### config.mk
export PLATFORM = sky130hd
export DESIGN_NAME = alu_seq
export DESIGN_NICKNAME = d
export VERILOG_FILES = /design/src/rtl/alu_seq.sv
export SDC_FILE = /design/constraint.sdc
export NUM_CORES = 1
export LEC_CHECK = 0
export ABC_CLOCK_PERIOD_IN_PS = 4800
export CAP_MARGIN = 30
export CORE_MARGIN = 3
export CORE_UTILIZATION = 55
export CTS_CLUSTER_SIZE = 10
export DETAILED_ROUTE_END_ITERATION = 10
export PLACE_DENSITY_LB_ADDON = 0.3
export SLEW_MARGIN = 20
export SYNTH_ARGS = -nofsm -noshare
export SYNTH_HDL_FRONTEND = slang
export SYNTH_SLANG_ARGS = --single-unit
### constraint.sdc
create_clock -name clk -period 4.8 [get_ports clk]
set_input_delay 0.72 -clock clk [delete_from_list [all_inputs] [get_ports clk]]
set_output_delay 0.72 -clock clk [all_outputs]
set_load 0.01 [all_outputs]
### src/rtl/alu_seq.sv
// alu_seq: multi-cycle handshaked ALU execution unit.
// Accepts one request at a time over req_valid/req_ready and returns the
// result over resp_valid/resp_ready. ADD/SUB/SLT/AND/OR/XOR finish at
// acceptance; MUL (shift-and-add) and SHIFT (one bit per cycle) iterate.
//
// Ports:
//   clk        system clock, rising edge
//   reset      asynchronous, active-high reset
//   req_valid  request present
//   req_ready  unit can accept a request (IDLE)
//   req_op     operation code: ADD=0 SUB=1 MUL=2 SLT=3 AND=4 OR=5 XOR=6 SHIFT=7
//   req_in1    operand 1
//   req_in2    operand 2
//   resp_valid result available (DONE)
//   resp_ready consumer takes result
//   resp_out   result, held until consumed, retained afterwards
//   resp_zero  resp_out == 0, registered with resp_out
//   busy       state != IDLE
//
// state | meaning
// IDLE  | waiting for a request; req_ready=1
// BUSY  | iterating MUL or SHIFT, one step per cycle
// DONE  | result presented; waiting for resp_ready
module alu_seq #(
   parameter int WORD_SIZE = 16,
   parameter int CNT_W     = 5
) (
   input  logic                 clk,
   input  logic                 reset,
   input  logic                 req_valid,
   output logic                 req_ready,
   input  logic [2:0]           req_op,
   input  logic [WORD_SIZE-1:0] req_in1,
   input  logic [WORD_SIZE-1:0] req_in2,
   output logic                 resp_valid,
   input  logic                 resp_ready,
   output logic [WORD_SIZE-1:0] resp_out,
   output logic                 resp_zero,
   output logic                 busy
);

   localparam logic [2:0] ALU_ADD   = 3'd0;
   localparam logic [2:0] ALU_SUB   = 3'd1;
   localparam logic [2:0] ALU_MUL   = 3'd2;
   localparam logic [2:0] ALU_SLT   = 3'd3;
   localparam logic [2:0] ALU_AND   = 3'd4;
   localparam logic [2:0] ALU_OR    = 3'd5;
   localparam logic [2:0] ALU_XOR   = 3'd6;
   localparam logic [2:0] ALU_SHIFT = 3'd7;

   typedef enum logic [1:0] {ST_IDLE, ST_BUSY, ST_DONE} state_e;

   state_e               state_q, state_d;
   logic                 is_mul_q, is_mul_d;
   logic [WORD_SIZE-1:0] acc_q, acc_d;
   logic [WORD_SIZE-1:0] mcand_q, mcand_d;   // multiplicand, or the value being shifted
   logic [WORD_SIZE-1:0] mplier_q, mplier_d;
   logic [CNT_W-1:0]     cnt_q, cnt_d;
   logic [WORD_SIZE-1:0] resp_out_q, resp_out_d;
   logic                 resp_zero_q, resp_zero_d;

   logic [WORD_SIZE-1:0] quick_res;
   logic [WORD_SIZE-1:0] acc_sum;
   logic                 load_resp;
   logic [WORD_SIZE-1:0] load_val;

   always_comb begin
      quick_res = '0;
      case (req_op)
         ALU_ADD: quick_res = req_in1 + req_in2;
         ALU_SUB: quick_res = req_in1 - req_in2;
         ALU_SLT: quick_res = {{(WORD_SIZE-1){1'b0}}, ($signed(req_in1) < $signed(req_in2))};
         ALU_AND: quick_res = req_in1 & req_in2;
         ALU_OR:  quick_res = req_in1 | req_in2;
         ALU_XOR: quick_res = req_in1 ^ req_in2;
         default: quick_res = '0;
      endcase
   end

   assign acc_sum = acc_q + (mplier_q[0] ? mcand_q : '0);

   always_comb begin
      state_d     = state_q;
      is_mul_d    = is_mul_q;
      acc_d       = acc_q;
      mcand_d     = mcand_q;
      mplier_d    = mplier_q;
      cnt_d       = cnt_q;
      load_resp   = 1'b0;
      load_val    = '0;

      case (state_q)
         ST_IDLE: begin
            if (req_valid) begin
               case (req_op)
                  ALU_MUL: begin
                     state_d  = ST_BUSY;
                     is_mul_d = 1'b1;
                     acc_d    = '0;
                     mcand_d  = req_in1;
                     mplier_d = req_in2;
                     cnt_d    = CNT_W'(WORD_SIZE);
                  end
                  ALU_SHIFT: begin
                     is_mul_d = 1'b0;
                     if (req_in2 == '0) begin
                        load_resp = 1'b1;
                        load_val  = req_in1;
                     end else if (req_in2 >= WORD_SIZE'(WORD_SIZE)) begin
                        load_resp = 1'b1;
                        load_val  = '0;
                     end else begin
                        state_d = ST_BUSY;
                        mcand_d = req_in1;
                        cnt_d   = CNT_W'(req_in2);
                     end
                  end
                  default: begin
                     load_resp = 1'b1;
                     load_val  = quick_res;
                  end
               endcase
            end
         end
         ST_BUSY: begin
            cnt_d   = cnt_q - CNT_W'(1);
            mcand_d = mcand_q << 1;
            if (is_mul_q) begin
               acc_d    = acc_sum;
               mplier_d = mplier_q >> 1;
            end
            // Final step: capture the post-step value directly as the result.
            if (cnt_q == CNT_W'(1)) begin
               load_resp = 1'b1;
               load_val  = is_mul_q ? acc_sum : (mcand_q << 1);
            end
         end
         ST_DONE: begin
            if (resp_ready) state_d = ST_IDLE;
         end
         default: state_d = ST_IDLE;
      endcase

      if (load_resp) state_d = ST_DONE;
      resp_out_d  = load_resp ? load_val : resp_out_q;
      resp_zero_d = load_resp ? (load_val == '0) : resp_zero_q;
   end

   always_ff @(posedge clk or posedge reset) begin
      if (reset) begin
         state_q     <= ST_IDLE;
         is_mul_q    <= 1'b0;
         acc_q       <= '0;
         mcand_q     <= '0;
         mplier_q    <= '0;
         cnt_q       <= '0;
         resp_out_q  <= '0;
         resp_zero_q <= 1'b0;
      end else begin
         state_q     <= state_d;
         is_mul_q    <= is_mul_d;
         acc_q       <= acc_d;
         mcand_q     <= mcand_d;
         mplier_q    <= mplier_d;
         cnt_q       <= cnt_d;
         resp_out_q  <= resp_out_d;
         resp_zero_q <= resp_zero_d;
      end
   end

   assign req_ready  = (state_q == ST_IDLE);
   assign resp_valid = (state_q == ST_DONE);
   assign busy       = (state_q != ST_IDLE);
   assign resp_out   = resp_out_q;
   assign resp_zero  = resp_zero_q;

endmodule
==> reports/results.ini <==
[placement]
post-dp-hpwl_microns=16400
finalWeightedCongestion=1.02
dp.cells=1080
place_area_sq_mm=0.00774
detailedPlace.worstSlack_ns=0.427
numPortBuffers=58

[drt]
dr.pass1.iters=8
antenna_left=0
wl_per_cell_microns=19.4
route.detailed.drc=0
first_iter_violations=788
drt-total-wl_microns=21300
viasPerCell=6.29
via_count=6897

[yosys]
syn-cell-area_sq_mm=0.00701
yosys.area.top_type=dfrtp_1
synth_xor_area_share_pct=2.75
synth.distinct_cells=81
synth_simple_gate_area_share_pct=19.6
ys_ff_latch=73
synth_top_family_by_area=compound AO/OA/AOI/OAI gates
netlist.area_leader.share_pct=26.0
yosys-top-cells-area=dfrtp_1 26%, ha_1 12%, a21oi_1 5.6%
muxShareOfSynthArea_pct=1.62
yosysWarnings=0
yosys-top-cells-count=102 x nand2_1, 81 x nor2_1, 78 x a21oi_1
synth-edff-count=0
synth-compound-area-share_pct=30.2
ys.flop_type=dfrtp_1
synth.avg_cell_area_sq_um=7.87
syn_nets=1003
synth-async-reset-ratio_pct=100
syn_inst=891
yosysSeqAreaShare_pct=26.0
synthAdderAreaFrac_pct=13.3
synth_most_common_cell=nand2_1

[timing]
max_freq_mhz=241
totalNegativeSetupSlack_ns=0
setup_viol=0
slew_viol_final=0
fin_skew_ns=0.0108
min_period_ns=4.15
fin_ws_ns=0.655
relSlewSlack_pct=39.1
grt_setup_unrepaired=false
fin_crit_sh_pct=86.4
worstMarginPinSlew_ns=0.910
finalHoldViolations=0
hold_ws_ns=0.483

[final_layout]
syn_to_final_growth_pct=14.8
fin_nets=1036
diodes=0
drive_above_1_share_pct=6.46
design_area_sq_mm=0.00805
finalNonFillerCells=1097

[hold_path]
holdCritStartpoint=mplier_q[14]
hold_depth=2
min_to=mplier_q[14]
min_path_type=reg2reg

[worst_setup_path]
crit_path_start_kind=input port
worstPathMaxFanout=11
crit_type=in2reg
cp_data_required_time_ns=5.06
r2r_slack_ns=0.78
cp.arrival_ns=4.40
r2r.worst_path.cells=13
crit-reg2reg-launch=mplier_q[0]
reg2reg_to=resp_zero
critPathCaptureType=register

[clock_network]
cts.sinks=73
htreeDepth=3
cts_hold_repair.buffers=0
post_cts_resized=0
cts.path.max_buffers=2
cts_made_buffers=9
path_clk_slew_ns=0.07
cts_tree=built
clock_latency_ns=0.36
cts_root_buffer=clkbuf_16
cts_setup_buffers=0

[global_routing]
grt_max_degree=45
grt_pass1_vias=6484
grt_pass1_wl_microns=34100
grt-ovfl-total=0
grt_antenna_before_repair=1
grtUsageTotal_pct=30.2

[floorplanning]
die_h_microns=119
std_cell_rows=40
start_util_pct=57.2
core_sq_mm=0.0123
fp.dieW_microns=119
dieArea_sq_mm=0.0141
io_pins=59

[power]
leakage_nw=3.65
vdd_drop_max_uv=307
pwr_density_cell_mw_per_mm2=484

[outcome]
status=finished clean

[flow_run]
cap_violations=0

## sequential cells by signal, indices dropped and copies added, names as in the netlist
| name | count |
|---|---|
| mplier_q | 16 |
| state_q | 2 |
| acc_q | 16 |
| mcand_q | 16 |
| resp_out | 16 |
| cnt_q | 5 |
| resp_zero | 1 |
| is_mul_q | 1 |
## how the worst max path moves through the flow
stage                     start  slack, ns  cells after the start        end
detailed placement   req_in2[4]       0.43                     13  resp_zero
finish               req_in2[4]       0.65                     13  resp_zero
CTS                 mplier_q[0]       0.78                     13  resp_zero
global route         req_in2[4]       0.33                     13  resp_zero
global placement     req_in2[4]       0.57                     13  resp_zero
floorplan           mplier_q[0]       1.54                     13  resp_zero
## worst max-delay path, stage by stage
cell             delay [ns]
clkdlybuf4s50_1        0.59
inv_1                  0.10
ha_1                   0.53
nor2b_1                0.13
nor4_1                 0.38
a211oi_2               0.17
a2111oi_0              0.47
o221ai_1               0.23
xnor2_1                0.18
o21ai_0                0.11
a2111oi_0              0.41
nand4_1                0.17
o41ai_2                0.21
## routing by layer
metal | up-vias | global-route usage (%) | routed length [microns]
li1 | 3300 | - | -
met1 | 3245 | 42.0 | 9370
met2 | 314 | 47.3 | 9700
met3 | 38 | 7.26 | 1840
met4 | 0 | 7.53 | 379
met5 | - | 0 | 0
## logic make-up after synthesis
group,Yosys count
compound gates,302
simple gates,295
xor+xnor,22
buf+inv,116
flops,73
fa+ha+maj,73
mux,10
## cell usage in the layout (no fill, tap or decap), types with 5 or more instances in the layout
master / n
a21o_1: 20
nand3_1: 14
or3_1: 7
nand2b_1: 15
and2_1: 20
dfrtp_1: 73
a222oi_1: 5
nor3_1: 14
nor4_1: 8
o21a_1: 6
xor2_1: 5
mux2i_1: 8
a22o_1: 13
o22ai_1: 15
inv_1: 59
clkbuf_16: 9
o211ai_1: 7
a221o_1: 6
o21bai_1: 6
a22oi_1: 5
nor2_1: 81
buf_4: 18
a2111oi_0: 6
ha_1: 70
a311oi_1: 6
a211oi_1: 12
a31oi_1: 21
o21ai_0: 40
nor2b_1: 7
xnor2_1: 17
a221oi_1: 10
nand2_1: 102
a21oi_1: 78
clkdlybuf4s50_1: 58
## final cells by class
| class | count | area, sq um |
|---|---|---|
| clock buffer | 10 | 229 |
| clock inverter | 6 | 67.6 |
| fill | 1056 | 4210 |
| inverter | 60 | 225 |
| multi-input combinational | 702 | 4750 |
| sequential | 73 | 1830 |
| tap | 168 | 210 |
| timing repair buffer | 78 | 747 |
## stage by stage
step | power (mW) | utilization (%)
after detailed placement | 3.16 | 63.2
after floorplan | 2.51 | -
after CTS | 3.88 | 65.6
after global routing | 4.19 | 65.7
after global placement | 3.10 | 63.0
final | 3.90 | 65.7
## report_power, final
group	switching [mW]	total (mW)	internal [mW]
Clock	0.302	0.706	0.405
Combinational	1.15	2.02	0.878
Sequential	0.266	1.17	0.905
Total	1.71	3.90	2.19
Power figures use the tool's default switching activity.
